<file path="src/rtl/key_schedule_ctrl_pkg.sv">
// key_schedule_ctrl_pkg
// Shared types and constants for the AES-128 key-schedule controller:
// round count, key width, FSM state enum, round-key store type, the AES
// S-box table and the Rcon lookup used by key_round_step.
package key_schedule_ctrl_pkg;

  localparam int AES_NR      = 10;
  localparam int AES_NK_BITS = 128;

  typedef enum logic [1:0] {
    ST_IDLE = 2'd0,
    ST_RUN  = 2'd1,
    ST_DONE = 2'd2
  } state_t;

  typedef logic [AES_NK_BITS-1:0] round_key_t;
  typedef round_key_t key_store_t [AES_NR+1];

  // S-box flattened with entry 0x00 in the top byte.
  localparam logic [2047:0] AES_SBOX_FLAT = {
    128'h637c777bf26b6fc53001672bfed7ab76, 128'hca82c97dfa5947f0add4a2af9ca472c0,
    128'hb7fd9326363ff7cc34a5e5f171d83115, 128'h04c723c31896059a071280e2eb27b275,
    128'h09832c1a1b6e5aa0523bd6b329e32f84, 128'h53d100ed20fcb15b6acbbe394a4c58cf,
    128'hd0efaafb434d338545f9027f503c9fa8, 128'h51a3408f929d38f5bcb6da2110fff3d2,
    128'hcd0c13ec5f974417c4a77e3d645d1973, 128'h60814fdc222a908846eeb814de5e0bdb,
    128'he0323a0a4906245cc2d3ac629195e479, 128'he7c8376d8dd54ea96c56f4ea657aae08,
    128'hba78252e1ca6b4c6e8dd741f4bbd8b8a, 128'h703eb5664803f60e613557b986c11d9e,
    128'he1f8981169d98e949b1e87e9ce5528df, 128'h8ca1890dbfe6426841992d0fb054bb16
  };

  function automatic logic [7:0] sbox(input logic [7:0] b);
    // Entry b lives at byte position 255-b, i.e. ~b for an 8-bit index.
    return AES_SBOX_FLAT[{~b, 3'b000} +: 8];
  endfunction

  function automatic logic [31:0] sub_word(input logic [31:0] w);
    return {sbox(w[31:24]), sbox(w[23:16]), sbox(w[15:8]), sbox(w[7:0])};
  endfunction

  function automatic logic [7:0] rcon(input logic [3:0] r);
    logic [7:0] rc;
    case (r)
      4'd0:    rc = 8'h01;
      4'd1:    rc = 8'h02;
      4'd2:    rc = 8'h04;
      4'd3:    rc = 8'h08;
      4'd4:    rc = 8'h10;
      4'd5:    rc = 8'h20;
      4'd6:    rc = 8'h40;
      4'd7:    rc = 8'h80;
      4'd8:    rc = 8'h1b;
      4'd9:    rc = 8'h36;
      default: rc = 8'h00;
    endcase
    return rc;
  endfunction

endpackage

</file>
<file path="src/rtl/key_round_step.sv">
// key_round_step
// One AES-128 key-expansion round: RotWord/SubWord on the last word, Rcon
// XOR, then the four-word XOR chain. The S-box result passes through
// SBOX_LAT register stages, so key_out is valid SBOX_LAT cycles after
// key_in/rnd become stable (both must be held for that long).
// Ports:
//   clk, rst  - clock, async active-high reset
//   key_in    - previous round key
//   rnd       - round index 0..9 (selects Rcon)
//   key_out   - next round key
module key_round_step
  import key_schedule_ctrl_pkg::*;
#(
  parameter int SBOX_LAT = 1
) (
  input  logic         clk,
  input  logic         rst,
  input  logic [127:0] key_in,
  input  logic [3:0]   rnd,
  output logic [127:0] key_out
);

  logic [31:0] rot_word;
  logic [31:0] sub_pipe [SBOX_LAT];
  logic [31:0] temp;
  logic [31:0] w0, w1, w2, w3;

  assign rot_word = {key_in[23:0], key_in[31:24]};

  always_ff @(posedge clk or posedge rst) begin
    if (rst) begin
      for (int i = 0; i < SBOX_LAT; i++) sub_pipe[i] <= '0;
    end else begin
      sub_pipe[0] <= sub_word(rot_word);
      for (int i = 1; i < SBOX_LAT; i++) sub_pipe[i] <= sub_pipe[i-1];
    end
  end

  // Rcon is applied after the pipeline; rnd is held for the whole round.
  assign temp = sub_pipe[SBOX_LAT-1] ^ {rcon(rnd), 24'h000000};
  assign w0   = key_in[127:96] ^ temp;
  assign w1   = key_in[95:64]  ^ w0;
  assign w2   = key_in[63:32]  ^ w1;
  assign w3   = key_in[31:0]   ^ w2;

  assign key_out = {w0, w1, w2, w3};

endmodule

</file>
<file path="src/rtl/key_schedule_ctrl.sv">
// key_schedule_ctrl
// Expands an AES-128 key into 11 round keys using one shared round-step
// instance, storing them for random-access read-out.
// Ports:
//   clk, rst   - clock, async active-high reset
//   start      - one-cycle expansion request (IDLE only), key_in sampled then
//   key_in     - 128-bit cipher key
//   busy       - expansion in progress
//   done       - one-cycle pulse when all round keys are stored
//   key_valid  - store holds a complete schedule
//   rd_addr    - round-key index 0..10 (11..15 read as zero)
//   rd_key     - round key at rd_addr
// Build option: KEY_SCHEDULE_RDREG_EN registers rd_key (one-cycle read latency).
//
// state | meaning
// IDLE  | waiting for start
// RUN   | stepping rounds, SBOX_LAT+1 cycles each
// DONE  | one-cycle done pulse, schedule marked valid
module key_schedule_ctrl
  import key_schedule_ctrl_pkg::*;
#(
  parameter int SBOX_LAT = 1
) (
  input  logic         clk,
  input  logic         rst,
  input  logic         start,
  input  logic [127:0] key_in,
  output logic         busy,
  output logic         done,
  output logic         key_valid,
  input  logic [3:0]   rd_addr,
  output logic [127:0] rd_key
);

  localparam int WCW = (SBOX_LAT < 2) ? 1 : $clog2(SBOX_LAT + 1);

  state_t           state, state_nxt;
  logic [3:0]       rnd;
  logic [WCW-1:0]   wait_cnt;
  round_key_t       cur;
  key_store_t       store;
  logic [127:0]     step_key;
  logic             step_hit;
  logic             accept;
  logic [127:0]     rd_sel;

  key_round_step #(.SBOX_LAT(SBOX_LAT)) u_step (
    .clk     (clk),
    .rst     (rst),
    .key_in  (cur),
    .rnd     (rnd),
    .key_out (step_key)
  );

  assign step_hit = (wait_cnt == WCW'(SBOX_LAT));

  always_ff @(posedge clk or posedge rst) begin
    if (rst) state <= ST_IDLE;
    else     state <= state_nxt;
  end

  always_comb begin
    state_nxt = state;
    busy      = 1'b0;
    done      = 1'b0;
    accept    = 1'b0;
    case (state)
      ST_IDLE: begin
        if (start) begin
          accept    = 1'b1;
          state_nxt = ST_RUN;
        end
      end
      ST_RUN: begin
        busy = 1'b1;
        if (step_hit && rnd == 4'(AES_NR - 1)) state_nxt = ST_DONE;
      end
      ST_DONE: begin
        done      = 1'b1;
        state_nxt = ST_IDLE;
      end
      default: state_nxt = ST_IDLE;
    endcase
  end

  always_ff @(posedge clk or posedge rst) begin
    if (rst) begin
      rnd       <= '0;
      wait_cnt  <= '0;
      cur       <= '0;
      key_valid <= 1'b0;
      for (int i = 0; i <= AES_NR; i++) store[i] <= '0;
    end else if (accept) begin
      store[0]  <= key_in;
      cur       <= key_in;
      rnd       <= '0;
      wait_cnt  <= '0;
      key_valid <= 1'b0;
    end else if (state == ST_RUN) begin
      if (step_hit) begin
        // rnd <= 9 while running, so rnd+1 stays within the 11-entry store.
        store[rnd + 4'd1] <= step_key;
        cur               <= step_key;
        rnd               <= rnd + 4'd1;
        wait_cnt          <= '0;
      end else begin
        wait_cnt <= wait_cnt + WCW'(1);
      end
    end else if (state == ST_DONE) begin
      key_valid <= 1'b1;
    end
  end

  assign rd_sel = (rd_addr <= 4'(AES_NR)) ? store[rd_addr] : '0;

`ifdef KEY_SCHEDULE_RDREG_EN
  always_ff @(posedge clk or posedge rst) begin
    if (rst) rd_key <= '0;
    else     rd_key <= rd_sel;
  end
`else
  assign rd_key = rd_sel;
`endif

endmodule

</file>
<file path="config.mk">
export PLATFORM = sky130hd
export DESIGN_NAME = key_schedule_ctrl
export DESIGN_NICKNAME = d
export VERILOG_FILES = /design/src/rtl/key_schedule_ctrl_pkg.sv /design/src/rtl/key_round_step.sv /design/src/rtl/key_schedule_ctrl.sv
export SDC_FILE = /design/constraint.sdc
export NUM_CORES = 2
export LEC_CHECK = 0
export CORE_ASPECT_RATIO = 2
export CORE_MARGIN = 8
export CORE_UTILIZATION = 62
export CTS_CLUSTER_DIAMETER = 60
export DETAILED_ROUTE_END_ITERATION = 10
export PLACE_DENSITY_LB_ADDON = 0.08
export SLEW_MARGIN = 20
export SYNTH_ARGS = -nofsm -noshare
export SYNTH_HDL_FRONTEND = slang
export SYNTH_SLANG_ARGS = --single-unit
</file>
<file path="constraint.sdc">
create_clock -name clk -period 63.6 [get_ports clk]
set_clock_uncertainty 0.2 [all_clocks]
set_input_delay 6.36 -clock clk [delete_from_list [all_inputs] [get_ports clk]]
set_output_delay 6.36 -clock clk [all_outputs]
set_load 0.05 [all_outputs]
</file>
# Word level (Yosys, flattened, before mapping)
# Memory sizes are Yosys's and may differ from the RTL's.
# Index checks and enable logic that the tools add are counted.
dict set report word_totals {
  rom_bits 128
  in_bits 135
  mem_count 1
  elab_cells 85
  out_inout_bits 131
  reg_bits 1576
}
# name words width rd rd_clocked_by_memory_dff wr line_no
set mem_list {}
lappend mem_list {{(no name shown)} 16 8 1 0 0 key_schedule_ctrl_pkg.sv:42} ;# case (r)
dict set report op_classes {
  reduce_logical 10
  n_addsub 2
  eq_ne 6
  muxes 29
  order_cmp 4
  bitwise 12
  shift 4
}
# cell n
set ops {}
lappend ops {{$shiftx A2048 B12 Y8 const A} 4}
lappend ops {{$mux W1408} 2}
lappend ops {{$bwmux W1408} 1}
lappend ops {{$mux W128} 8}
lappend ops {{$bmux W128 S4} 1}
lappend ops {{$demux W128 S4} 1}
lappend ops {{$xor A32 B32 Y32} 5}
lappend ops {{$not A8 Y8} 4}
lappend ops {{$mux W4} 3}
lappend ops {{$ge A5 B5 Y1 const B} 2}
lappend ops {{$mux W1} 10}
lappend ops {{$not A4 Y5} 2}
lappend ops {{$ne A2 B2 Y1 const B} 3}
lappend ops {{$reduce_and A2 Y1} 3}
lappend ops {{$reduce_bool A2 Y1} 3}
lappend ops {{$lt A5 B1 Y1 const B} 1}
lappend ops {{$add A4 B1 Y4 const B} 1}
lappend ops {{$eq A4 B4 Y1 const B} 1}
lappend ops {{$le A4 B4 Y1 const B} 1}
lappend ops {{$mux W2} 2}
lappend ops {{$pmux W2 S2} 1}
lappend ops {{$reduce_and A3 Y1} 1}
lappend ops {{$eq A2 B1 Y1 const B} 1}
lappend ops {{$eq A2 B2 Y1 const B} 1}
lappend ops {{other kinds (4)} 5}

# Longest topological paths before layout
dict set report depth {
  word_depth 10
  depth_mapped 12
}

# Hierarchy
# A second synthesis with hierarchy kept.
dict set report hier_totals {
  hier_cells 7685
  hier_area_um2 85364.4
}
# mod cells_per_inst area_per_inst_um2 instances
set modules_own_cells {}
lappend modules_own_cells {key_schedule_ctrl 5366 70347.5 1}
lappend modules_own_cells {key_round_step 2319 15016.9 1}

# Least setup slack after synthesis
# OpenSTA, ideal clock, no wires.
dict set report synth_timing {
  kind {input to output}
  start {input port rd_addr[0]}
  end {output port rd_key[107]}
  t_required_ns 57.040
  t_arrival_ns 8.332
  path_buffers 4
  slack_ns 48.708
  cell_stages 7
  cell_sequence {buf_2 > buf_2 > nor2b_1 > clkbuf_1 > clkbuf_1 > a21oi_1 > o22ai_1}
}
dict set report synth_via {
  elab_chain_cells 5
}
# item line_no
set synth_lines {}
lappend synth_lines {{from (decl)} key_schedule_ctrl.sv:31} ;# input logic [3:0] rd_addr,
lappend synth_lines {{$not A4 Y5 (not written as such)} key_schedule_ctrl.sv:114} ;# assign rd_sel = (rd_addr <= 4'(AES_NR)) ? store[rd_addr] : '0;
lappend synth_lines {{$bmux W128 S4} key_schedule_ctrl.sv:114}
lappend synth_lines {{$mux W128 (not written as such) (2 in a row)} key_schedule_ctrl.sv:114}
lappend synth_lines {{$mux W128 *} key_schedule_ctrl.sv:114}
lappend synth_lines {{to (decl)} key_schedule_ctrl.sv:32} ;# output logic [127:0] rd_key
# Mark *: on every way between the ends. The rest lies on a longest branch, timed or not. The select of a mux whose other input is x is not followed.

# Worst setup path in the final report
dict set report layout_timing {
  start {input port rd_addr[0]}
  end {output port rd_key[59]}
}
# Same word-level chain as after synthesis.

==> reports/summary.md <==
The HPWL after detailed placement is 215 mm. At the end of the flow the core is filled with cells to 68.2%. Including well taps, the total number of placed cells is 10,223. The post-route clock period utilization works out to 26.8%. In this run the cell area of the synthesized design comes to 0.0837 sq mm.

Buffers added to address setup during post-CTS repair amount to 0. The routed layout has 73,821 vias. After synthesis, the share of flip-flops with an asynchronous set or reset is 100%. The run gives 1,576 as the number of sinks driven by the clock tree.

The worst path in the final design needs a cycle of 17.06 ns, including I/O delays and setup. The congestion estimate from routability-driven global placement came to 1.05. The flow ran to the end, and the final reports show no timing, DRC or antenna violations. The critical path in this run is classified as in2out.

A synthesized cell averages 9.36 sq um. The number of resized instances in the post-cts repair step is 0. The number of remaining DRC errors is 0, and the number of max-slew violations in the final report is 0. The number of input and output port buffers inserted was 265; the total detailed-routing wirelength was 329 mm. The maximum level of the CTS H-tree is 4, and the share of cells above drive strength 1 is 10.2%. The count of state elements after synthesis came out at 1,576. The net count of the finished layout is 8,842. For the filler-free cell count of the finished design, the log shows 10,494. The count of routing violations after the opening detailed-route iteration came out at 9,039.

TritonCTS built the clock tree. The number of nets in the synthesized netlist is 9,136. Setup violations remaining at the end of the flow were counted as 0. STA classifies the critical path endpoint as an output port.

Entering global routing, the biggest net connects 198 pins. Across the run, the number of max-cap violations was 0. Clock-pin slew was measured on the worst setup and hold paths at 0.07 ns. The floorplan has 190 rows. The number of antenna violations at the first check in global routing came out at 27.

In this run the vertical extent of the chip is 536 um. Leaving out fill and tap cells, the most frequent cell in the layout is sky130_fd_sc_hd__nand2_1. After global routing the overflow that remains totals 0. The number of hold violations in the final report is 0, and the area added between synthesis and finish is 9.18%. The number of global-route vias before repair was 74,310. Type of the most critical hold path: reg2reg. The floorplan step defined a core boundary enclosing 0.134 sq mm. CTS placed an instance of sky130_fd_sc_hd__clkbuf_16 at the clock tree root. For the setup TNS, the log shows 0 ns. The clock reaches the later pin of the worst-skew pair after 0.82 ns. Setup repair after global routing left no endpoint under its margin. In the synthesized netlist the dominant register cell turns out to be sky130_fd_sc_hd__dfrtp_1. The first TritonRoute pass finished after 9 iterations. Dividing the detail-routed via count by the number of cells gives 7.03.

The per-cell routed wire length was 31.3 um; the actual slew at the worst max-slew pin was 1.36 ns. Derived from the worst setup path, the maximum achievable clock frequency is 58.6 MHz. Synthesis instantiated 104 different standard cells from the library.

The number of top-level pins is 266. Headroom to the max-slew limit came out at 9.10%. Once the floorplan was initialized, standard cells occupied 62.4% of the core. For the cell count after synthesis, the log shows 8,939.

The global-route wire length before repair is 482 mm, and the horizontal extent of the die is 276 um. For the worst setup path, the data arrival time is 10.50 ns. Number of nets with antenna violations after routing: 0. STA classifies the critical path startpoint as an input pin.

The logs give 0 for the number of hold-repair buffers added at the cts stage and 47.1% for the share of synthesized area occupied by flip-flops and latches. The top cell types in the final layout, fill and taps aside, are sky130_fd_sc_hd__nand2_1 (1,600), sky130_fd_sc_hd__o21ai_0 (1,567), sky130_fd_sc_hd__dfrtp_1 (1,562). In this run the deepest clock path goes through 4 buffers.

The data required time of the critical path was 57.04 ns. For the TritonCTS buffer count, the log shows 145. In this run the worst path has a maximum fanout of 97. The Yosys step of the flow raised 0 warnings.

The die covers 0.148 sq mm. Counting flops with a built-in enable in the synthesized netlist gives 0. Global routing used 44.0% of the available tracks across all layers.
-- cell usage after synthesis, types with 15 or more instances --
cell type,number,share of area [%]
sky130_fd_sc_hd__nand2_1,1602,7.2
sky130_fd_sc_hd__dfrtp_1,1576,47
sky130_fd_sc_hd__o21ai_0,1567,9.4
sky130_fd_sc_hd__clkbuf_1,527,2.4
sky130_fd_sc_hd__a21oi_1,523,3.1
sky130_fd_sc_hd__nor2_1,517,2.3
sky130_fd_sc_hd__mux4_2,276,7.4
sky130_fd_sc_hd__mux2i_1,274,3.3
sky130_fd_sc_hd__buf_2,265,1.6
sky130_fd_sc_hd__o22ai_1,152,1.1
sky130_fd_sc_hd__xnor2_1,134,1.4
sky130_fd_sc_hd__nand3_1,101,0.60
sky130_fd_sc_hd__nor3_1,100,0.60
sky130_fd_sc_hd__nand2b_1,98,0.73
sky130_fd_sc_hd__o21ai_1,88,0.53
sky130_fd_sc_hd__buf_1,84,0.38
sky130_fd_sc_hd__nor2b_1,84,0.63
sky130_fd_sc_hd__a211oi_1,76,0.68
sky130_fd_sc_hd__xor2_1,69,0.72
sky130_fd_sc_hd__ha_1,62,0.93
sky130_fd_sc_hd__o211ai_1,61,0.55
sky130_fd_sc_hd__a31oi_1,50,0.37
sky130_fd_sc_hd__a311oi_1,40,0.42
sky130_fd_sc_hd__o311ai_0,35,0.37
sky130_fd_sc_hd__xnor2_2,31,0.60
sky130_fd_sc_hd__inv_1,30,0.13
sky130_fd_sc_hd__and2_1,29,0.22
sky130_fd_sc_hd__buf_4,26,0.23
sky130_fd_sc_hd__o31ai_1,24,0.22
sky130_fd_sc_hd__or3_1,24,0.18
sky130_fd_sc_hd__xor2_2,22,0.43
sky130_fd_sc_hd__o221ai_1,18,0.19
sky130_fd_sc_hd__o311a_1,17,0.20
sky130_fd_sc_hd__a211o_1,16,0.17
sky130_fd_sc_hd__a21o_1,16,0.14
sky130_fd_sc_hd__o21a_1,16,0.14
sky130_fd_sc_hd__or2_2,15,0.11
-- worst paths after layout --
kind,slack (ns),startpoint,cells past startpoint,end
max reg2reg,58.20,cur[1],9,u_step.sub_pipe[8]
max,46.54,rd_addr[0],7,rd_key[59]
min in group asynchronous,5.99,rst,2,store[999]
max in group asynchronous,52.19,rst,8,store[659]
min,0.28,store[1002],2,store[1002]
min reg2reg,0.28,store[1002],2,store[1002]
-- stage by stage --
step / setup slack (ns) / instance area [sq um] / hold slack, ns
global placement: 46.67 / 86400 / 0.256
finish: 46.54 / 91400 / 0.277
detailed placement: 46.65 / 86400 / 0.265
global route: 46.40 / 91400 / 0.299
CTS: 46.60 / 91200 / 0.279
floorplan: 12.57 / 83700 / 0.245
-- flip-flops by register name (all words and copies together), names as in the netlist --
signal and count:
state 2, rnd 4, step_hit 1, key_valid 1, store 1408, cur 128
u_step.sub_pipe 32
-- routing by layer --
metal,up-vias,track usage [%],share of wire (%)
met5,-,0,0.0088
met4,4,42.0,12
met3,1510,9.31,9.2
met2,4988,69.8,47
met1,36534,48.4,32
li1,30785,-,-
-- critical path: stages --
cell	delay, ns
sky130_fd_sc_hd__buf_8	0.63
sky130_fd_sc_hd__buf_12	0.62
sky130_fd_sc_hd__buf_4	0.73
sky130_fd_sc_hd__mux4_2	0.60
sky130_fd_sc_hd__mux2i_1	0.37
sky130_fd_sc_hd__o22ai_1	0.18
sky130_fd_sc_hd__clkdlybuf4s50_1	0.78
-- layout make-up --
type	count	area (sq um)
clock buffers	203	4220
flip-flops and latches	1576	39500
well taps	1728	2160
diodes	17	42.5
inverters	44	173
repair buffers	477	4350
clock inverters	48	589
multi-input cells	6401	40400
fillers	9897	42700
-- logic make-up (layout without fill, tap and decap cells) --
group | after synthesis | in the layout | share of synthesized area [%]
compound gates | 2858 | 2858 | 19.4
xor+xnor | 269 | 269 | 3.55
other cells | 0 | 17 | 0
mux | 552 | 552 | 10.7
simple gates | 2658 | 2658 | 13.3
flops | 1576 | 1576 | 47.1
buf+inv | 962 | 772 | 4.92
fa+ha+maj | 64 | 64 | 0.951
Power is not shown: default switching activity piles up to over one toggle a cycle in this logic, so the estimate is an artifact.
